[config.mk]
export PLATFORM = sky130hd
export DESIGN_NAME = drop_ctrl
export DESIGN_NICKNAME = d
export VERILOG_FILES = /design/src/rtl/drop_ctrl.sv
export SDC_FILE = /design/constraint.sdc
export NUM_CORES = 1
export LEC_CHECK = 0
export ABC_AREA = 1
export CAP_MARGIN = 5
export CORE_MARGIN = 2
export CORE_UTILIZATION = 60
export CTS_BUF_LIST = sky130_fd_sc_hd__clkbuf_4
export CTS_CLUSTER_DIAMETER = 30
export DETAILED_ROUTE_END_ITERATION = 16
export MAX_ROUTING_LAYER = met4
export PLACE_DENSITY = 0.93
export SLEW_MARGIN = 20
export SYNTH_ARGS = -nofsm -noshare
export SYNTH_HDL_FRONTEND = slang
export SYNTH_SLANG_ARGS = --single-unit
[constraint.sdc]
create_clock -name Clk -period 3.55 [get_ports Clk]
set_input_delay 0.5325 -clock Clk [delete_from_list [all_inputs] [get_ports Clk]]
set_output_delay 0.5325 -clock Clk [all_outputs]
set_load 0.01 [all_outputs]
[src/rtl/drop_ctrl.sv]
// drop_ctrl: gameplay sequencer for the falling-piece game.
// Times gravity steps, requests collision checks from the board checker,
// issues move/lock/spawn commands and flags game over when a fresh piece
// collides at its spawn position.
//
//   state       | meaning
//   ------------+-----------------------------------------------------------
//   S_IDLE      | not playing; waits for mode == Game
//   S_SPAWN     | spawn pulse, board loads the next piece
//   S_CHK_SPAWN | checker asked whether the spawn position collides
//   S_WAIT_TICK | counting the gravity interval
//   S_CHK_DOWN  | checker asked whether the piece can drop one row
//   S_MOVE      | move_down pulse
//   S_LOCK      | lock pulse, board writes the piece and clears rows
//   S_LOCK_WAIT | waiting for the board to finish the lock / row clear
//   S_OVER      | game over, held until Reset
module drop_ctrl #(
    parameter int TICK_DIV = 25_000_000,
    parameter int FAST_DIV = 2_500_000,
    parameter int CNT_W    = 25
) (
    input  logic       Clk,
    input  logic       Reset,
    input  logic [1:0] mode,
    input  logic       soft_drop,
    output logic       chk_req,
    output logic       chk_kind,
    input  logic       chk_ack,
    input  logic       chk_hit,
    output logic       move_down,
    output logic       lock,
    input  logic       lock_done,
    input  logic [2:0] lines_cleared,
    output logic       spawn,
    output logic       gameover,
    output logic [7:0] lines_total
);

    localparam logic [1:0]       MODE_GAME = 2'b01;
    localparam logic [CNT_W-1:0] TICK_LAST = CNT_W'(TICK_DIV - 1);
    localparam logic [CNT_W-1:0] FAST_LAST = CNT_W'(FAST_DIV - 1);

    typedef enum logic [3:0] {
        S_IDLE,
        S_SPAWN,
        S_CHK_SPAWN,
        S_WAIT_TICK,
        S_CHK_DOWN,
        S_MOVE,
        S_LOCK,
        S_LOCK_WAIT,
        S_OVER
    } state_t;

    state_t           state_q, state_d;
    logic [CNT_W-1:0] cnt_q, cnt_d;
    logic [7:0]       lines_q, lines_d;

    logic             in_game;
    logic [CNT_W-1:0] cnt_last;
    logic [2:0]       clr_clamp;
    logic [8:0]       lines_sum;
    logic [7:0]       lines_sat;

    assign in_game   = (mode == MODE_GAME);
    // The terminal count follows soft_drop live; the >= compare below means a
    // mid-count switch to the shorter interval fires at once instead of wrapping.
    assign cnt_last  = soft_drop ? FAST_LAST : TICK_LAST;
    assign clr_clamp = (lines_cleared > 3'd4) ? 3'd4 : lines_cleared;
    assign lines_sum = {1'b0, lines_q} + {6'b0, clr_clamp};
    assign lines_sat = lines_sum[8] ? 8'hFF : lines_sum[7:0];

    // Next-state, tick counter and line total; leaving Game aborts everything but OVER.
    always_comb begin
        state_d = state_q;
        cnt_d   = cnt_q;
        lines_d = lines_q;
        if (!in_game && (state_q != S_OVER)) begin
            state_d = S_IDLE;
            cnt_d   = '0;
        end else begin
            case (state_q)
                S_IDLE:      state_d = S_SPAWN;
                S_SPAWN:     state_d = S_CHK_SPAWN;
                S_CHK_SPAWN: begin
                    if (chk_ack) begin
                        state_d = chk_hit ? S_OVER : S_WAIT_TICK;
                        cnt_d   = '0;
                    end
                end
                S_WAIT_TICK: begin
                    if (cnt_q >= cnt_last) begin
                        state_d = S_CHK_DOWN;
                        cnt_d   = '0;
                    end else begin
                        cnt_d = cnt_q + 1'b1;
                    end
                end
                S_CHK_DOWN: begin
                    if (chk_ack) begin
                        state_d = chk_hit ? S_LOCK : S_MOVE;
                    end
                end
                S_MOVE: begin
                    state_d = S_WAIT_TICK;
                    cnt_d   = '0;
                end
                S_LOCK:      state_d = S_LOCK_WAIT;
                S_LOCK_WAIT: begin
                    if (lock_done) begin
                        lines_d = lines_sat;
                        state_d = S_SPAWN;
                    end
                end
                S_OVER:      state_d = S_OVER;
                default:     state_d = S_IDLE;
            endcase
        end
    end

    // State, counter and line total registers with synchronous reset.
    always_ff @(posedge Clk) begin
        if (Reset) begin
            state_q <= S_IDLE;
            cnt_q   <= '0;
            lines_q <= '0;
        end else begin
            state_q <= state_d;
            cnt_q   <= cnt_d;
            lines_q <= lines_d;
        end
    end

    // Moore outputs straight from the state register.
    assign chk_req     = (state_q == S_CHK_SPAWN) || (state_q == S_CHK_DOWN);
    assign chk_kind    = (state_q == S_CHK_SPAWN);
    assign move_down   = (state_q == S_MOVE);
    assign lock        = (state_q == S_LOCK);
    assign spawn       = (state_q == S_SPAWN);
    assign gameover    = (state_q == S_OVER);
    assign lines_total = lines_q;

endmodule

# Word level (Yosys, flattened, before mapping)
# Cells that the tools add are included.
[word_totals]
reg_bits = 37
latch_bits = 0
mem_bits_rw = 0
romBits = 0
out_inout_bits = 14
n_memories = 0
[classes]
add_sub_neg = 2
mul = 0
n_div = 0
magnitude_cmp = 2
eq_ne = 14
shifts = 0
mux = 13
bitwise_logic = 1
n_reduce_logical = 9
[ops]
columns = ["operator", "n"]
rows = [
  ["25-bit 2-to-1 mux", 3],
  ["25-bit case mux with 3 select lines", 1],
  ["4-bit case mux with 9 select lines", 1],
  ["25-bit by 1-bit adder with 25-bit output, second input constant", 1],
  ["25-bit >= comparator", 1],
  ["4-bit 2-to-1 mux", 5],
  ["4-bit by 3-bit == test with 1-bit output, second input constant", 4],
  ["8-bit by 3-bit adder with 9-bit output", 1],
  ["4-bit by 2-bit == test with 1-bit output, second input constant", 2],
  ["8-bit 2-to-1 mux", 1],
  ["2-bit != test, second input constant", 3],
  ["4-bit by 1-bit == test with 1-bit output, second input constant", 1],
  ["4-bit == test, second input constant", 1],
  ["4-bit logical NOT", 1],
  ["4-bit != test, second input constant", 1],
  ["4-bit AND reduction", 1],
  ["3-bit greater-than comparator, second input constant", 1],
  ["3-bit 2-to-1 mux", 1],
  ["3-bit AND reduction", 1],
  ["3-bit nonzero test", 1],
  ["2-bit by 1-bit == test with 1-bit output, second input constant", 1],
  ["2-bit 2-to-1 mux", 1],
  ["2-bit by 1-bit != test with 1-bit output, second input constant", 1],
  ["2-bit AND reduction", 1],
  ["other kinds (5)", 5],
]

# Longest topological paths before layout
[depth]
ltp_word = 5
depth_mapped = 14

# Worst setup path after synthesis
# No wires, ideal clock.
[synth_path]
path_kind = "input to register"
startpoint = "in lines_cleared[0]"
endpoint = "reg lines_q[7], in the netlist lines_total[7]"
setup_ns = 0.128
arrival_ns = 1.793
required_time_ns = 3.422
slack_ns = 1.629
path_stages = 10
path_cell_list = "inv_1 nor2_1 ha_1 fa_1 a21oi_1 nor3_1 nand3_1 inv_1 o21ai_0 a21oi_1"
[synth_between]
elab_chain_len = 4
[synth_rtl]
columns = ["item", "line_no", "source"]
rows = [
  ["start: declaration", "33", "input logic [2:0] lines_cleared,"],
  ["3-bit greater-than comparator", "69", "assign clr_clamp = (lines_cleared > 3'd4) ? 3'd4 : lines_cleared;"],
  ["3-bit 2-to-1 mux (*)", "69", ""],
  ["8-bit by 3-bit adder with 9-bit output (*)", "70", "assign lines_sum = {1'b0, lines_q} + {6'b0, clr_clamp};"],
  ["8-bit 2-to-1 mux (*)", "71", "assign lines_sat = lines_sum[8] ? 8'hFF : lines_sum[7:0];"],
  ["end signal: assignment", "130", "lines_q <= lines_d;"],
  ["end: declaration", "57", "logic [7:0] lines_q, lines_d;"],
]
# Mark *: on every way between the ends. The rest lies on a longest branch, timed or not.
# A chain may end at the register's enable or synchronous reset.

# Worst setup path in the final report
[layout_path]
startpoint = "in soft_drop"
endpoint = "reg cnt_q[14]"
[layout_between]
elab_chain_len = 4
[layout_rtl]
columns = ["item", "line_no", "source"]
rows = [
  ["start: declaration", "25", "input logic soft_drop,"],
  ["25-bit 2-to-1 mux", "68", "assign cnt_last = soft_drop ? FAST_LAST : TICK_LAST;"],
  ["25-bit >= comparator", "92", "if (cnt_q >= cnt_last) begin"],
  ["25-bit 2-to-1 mux", "92", ""],
  ["25-bit case mux with 3 select lines", "82", "case (state_q)"],
  ["end signal: assignment", "129", "cnt_q <= cnt_d;"],
  ["end: declaration", "56", "logic [CNT_W-1:0] cnt_q, cnt_d;"],
]
# Every way passes these cells.

==> results.yml <==
outcome:
  status: "completed"
synthesis:
  synth_cell_types: 39
  yosys_warnings: 0
  ys.flop_type: "dfxtp_1"
  yosys-top-cells-area: "dfxtp_1 (28%), nand2_1 (12%), nor2_1 (8.5%)"
  syn-mean-instance-area_sq_um: 6.667
  synth_seq_cells: 37
  synth_cells: 399
  synth_top_area_frac: 0.2785
  syn-num-nets: 428
  synth-edff-count: 0
  synth-async-reset-ratio: 0
  syn-cell-area_sq_um: 2660
  yosys-top-cells-count: "nand2_1 (87), nor2_1 (60), inv_1 (57)"
  yosysSeqAreaShare: 0.2785
  yosysMostFrequentCell: "nand2_1"
  synth_top_area_cell: "dfxtp_1"
worst_setup_path:
  critPathLaunchType: "input port"
  crit_buf_inv: 2
  worst_path_max_delay_cell: "clkdlybuf4s50_1"
  required_ns: 3.79
  crit_start: "soft_drop"
  regToRegStartpoint: "cnt_q[12]$_SDFFE_PP0P_"
  critPathArrivalTime_ns: 2.81
  crit_chain: "clkdlybuf4s50_1, inv_1, ha_1, nand3_1, nor2_1, nand2_1, nor2_1, nor2_4, nand2_2, nand2_4, nand2_4, nor2_1"
  path_class: "input port to register"
  path_common_cell: "nor2_1"
  end_kind: "register"
  worstPathMaxFanout: 22
  max_stage_delay_ns: 0.70
  crit_family: "simple AND/OR/NAND/NOR gates"
grt:
  track_usage: 0.2578
  grt_max_degree: 23
  gr-total-overflow: 0
  first_global_vias: 2498
  antenna_found_initial: 0
  grt_pass1_wl_microns: 10330
drt:
  firstDrtPassIters: 4
  totalWireLength_microns: 5808
  vias: 2547
  postRouteAntennaNets: 0
  vias_per_cell: 5.340
  drc: 0
  drtIter0Drc: 146
  wl_per_cell_microns: 12.18
sta:
  worst_pin_slew_ns: 0.5176
  finalCritPeriodShare: 0.7234
  setup-tns-final_ns: 0
  setup_slack_ns: 0.9820
  fmax_ghz: 0.3894
  finalHoldViolations: 0
  rsz0062_at_grt: "no"
  setup_violations: 0
  hold_slack_ns: 0.4974
  post-route-min-period_ns: 2.568
  fin_worst_skew_ns: 0.005698
  maxSlewHeadroom: 0.6518
  report.final.slew_viol_count: 0
hold_path:
  hold_path_class: "register to register"
  hold_path.startpoint: "lines_total[2]$_SDFFE_PP0P_"
clock_network:
  root_buffer: "clkbuf_4"
  ctsHtreeMaxLevel: 2
  cts.sinks: 37
  holdBufCountCts: 0
  cts_buffers: 5
  clock_latency_ns: 0.34
  postCtsSetupRepairBufs: 0
  post_cts_resized: 0
  cts.clk_slew.worst_paths_ns: 0.11
  clockBufferDepth: 2
  tritoncts: "built"
placement:
  io_buffers: 24
  hpwlAfterDp_microns: 4557
  dpl_worst_slack_ns: 0.6289
  gp_congestion: 0.9165
die:
  dieArea_sq_um: 4982
  io_pins: 25
  coreArea_sq_um: 4324
  initial_utilization: 0.6152
  rows: 24
  die_w_microns: 70.59
  chipHeight_microns: 70.59
power:
  ir_drop_mv: 0.1326
  p_total_w: 0.0006867
  power_density_nw_per_um2: 231.3
  p_leak_nw: 1.312
layout:
  nets: 453
  fillCellCount: 366
  drive_above_1_share: 0.07294
  antenna_cells: 0
  syn_to_final_growth_pct: 11.62
job:
  cap_viol_max_count: 0
[final timing paths]
path         slack [ns]                     endpoint  depth (start not counted)
min                0.50  lines_total[2]$_SDFFE_PP0P_                          2
max reg2reg        1.60       cnt_q[14]$_SDFFE_PP0P_                         12
min reg2reg        0.50  lines_total[2]$_SDFFE_PP0P_                          2
max                0.98       cnt_q[14]$_SDFFE_PP0P_                         12
[flip-flops by register name, summed over array words and instances (netlist names)]
name         count
cnt_q           25
lines_total      8
state_q          4
[layer usage]
metal  routed length [microns]  GRT usage  part of all wire
met1                      2614     0.3133              0.45
met2                      2814     0.4392              0.48
met3                       308    0.04416             0.053
met4                        71    0.07966             0.012
met5                         0          -                 0
[layout by cell type (no fill, tap or decap)]
cell type / instances
a21o_1: 1
a21oi_1: 15
a21oi_2: 1
a22oi_1: 1
a31o_2: 1
and3_1: 1
clkbuf_4: 6
clkdlybuf4s50_1: 24
clkinv_2: 2
dfxtp_1: 37
fa_1: 1
ha_1: 17
inv_1: 57
inv_2: 1
inv_6: 1
nand2_1: 87
nand2_2: 2
nand2_4: 3
nand3_1: 29
nand3_2: 2
nand3b_1: 1
nand4_1: 12
nand4_4: 1
nor2_1: 60
nor2_2: 4
nor2_4: 4
nor3_1: 11
nor3_2: 1
nor3_4: 1
nor3b_1: 1
nor4_1: 2
o21ai_0: 17
o21ai_1: 1
o21bai_1: 1
o22ai_1: 2
or2_2: 1
xnor2_1: 3
xor2_1: 13
[cell families (layout without fill, tap and decap cells)]
family                   after synthesis  count (layout)  share of synthesized area
AO/OA/AOI/OAI                         40              40                    0.08184
XOR/XNOR                              16              16                    0.05268
adder cells (fa/ha/maj)               18              18                    0.08749
buffers and inverters                 65              91                     0.1044
flip-flops                            37              37                     0.2785
AND/OR/NAND/NOR                      223             223                     0.3951
[final cells by class]
class / count / area (sq um) / share of cell area
Timing Repair Buffer: 24 / 240.2 / 0.08091
Tap cell: 52 / 65.06 / 0.02191
Clock buffer: 6 / 45.04 / 0.01517
Sequential cell: 37 / 740.7 / 0.2495
Multi-Input combinational cell: 297 / 1642 / 0.5529
Clock inverter: 2 / 10.01 / 0.003371
Inverter: 59 / 226.5 / 0.07627
[where the power goes]
group / leakage, nW / internal (W) / total, W / switching (W)
logic: 0.979 / 0.0000216 / 0.0000499 / 0.0000282
registers: 0.298 / 0.000416 / 0.000417 / 0.00000136
clock network: 0.0354 / 0.0000831 / 0.000220 / 0.000137
total: 1.31 / 0.000520 / 0.000687 / 0.000166
[through the flow]
step	utilization	area (sq um)	cells
CTS	0.6866	2969	477
global route	0.6866	2969	477
global placement	0.6739	2914	469
finish	0.6866	2969	477
detailed placement	0.6739	2914	469
floorplan	-	2660	399
[worst reg2reg max path, stage by stage, from the launching register on]
cell and delay, ns:
dfxtp_1 0.37, ha_1 0.32, nand2_1 0.06, inv_1 0.06
nand3_1 0.06, nor2_1 0.15, nand2_1 0.08, nor2_1 0.19
nor2_4 0.06, nand2_2 0.14, nand2_4 0.08, nand2_4 0.20
nor2_1 0.09
Power figures use the tool's default switching activity.
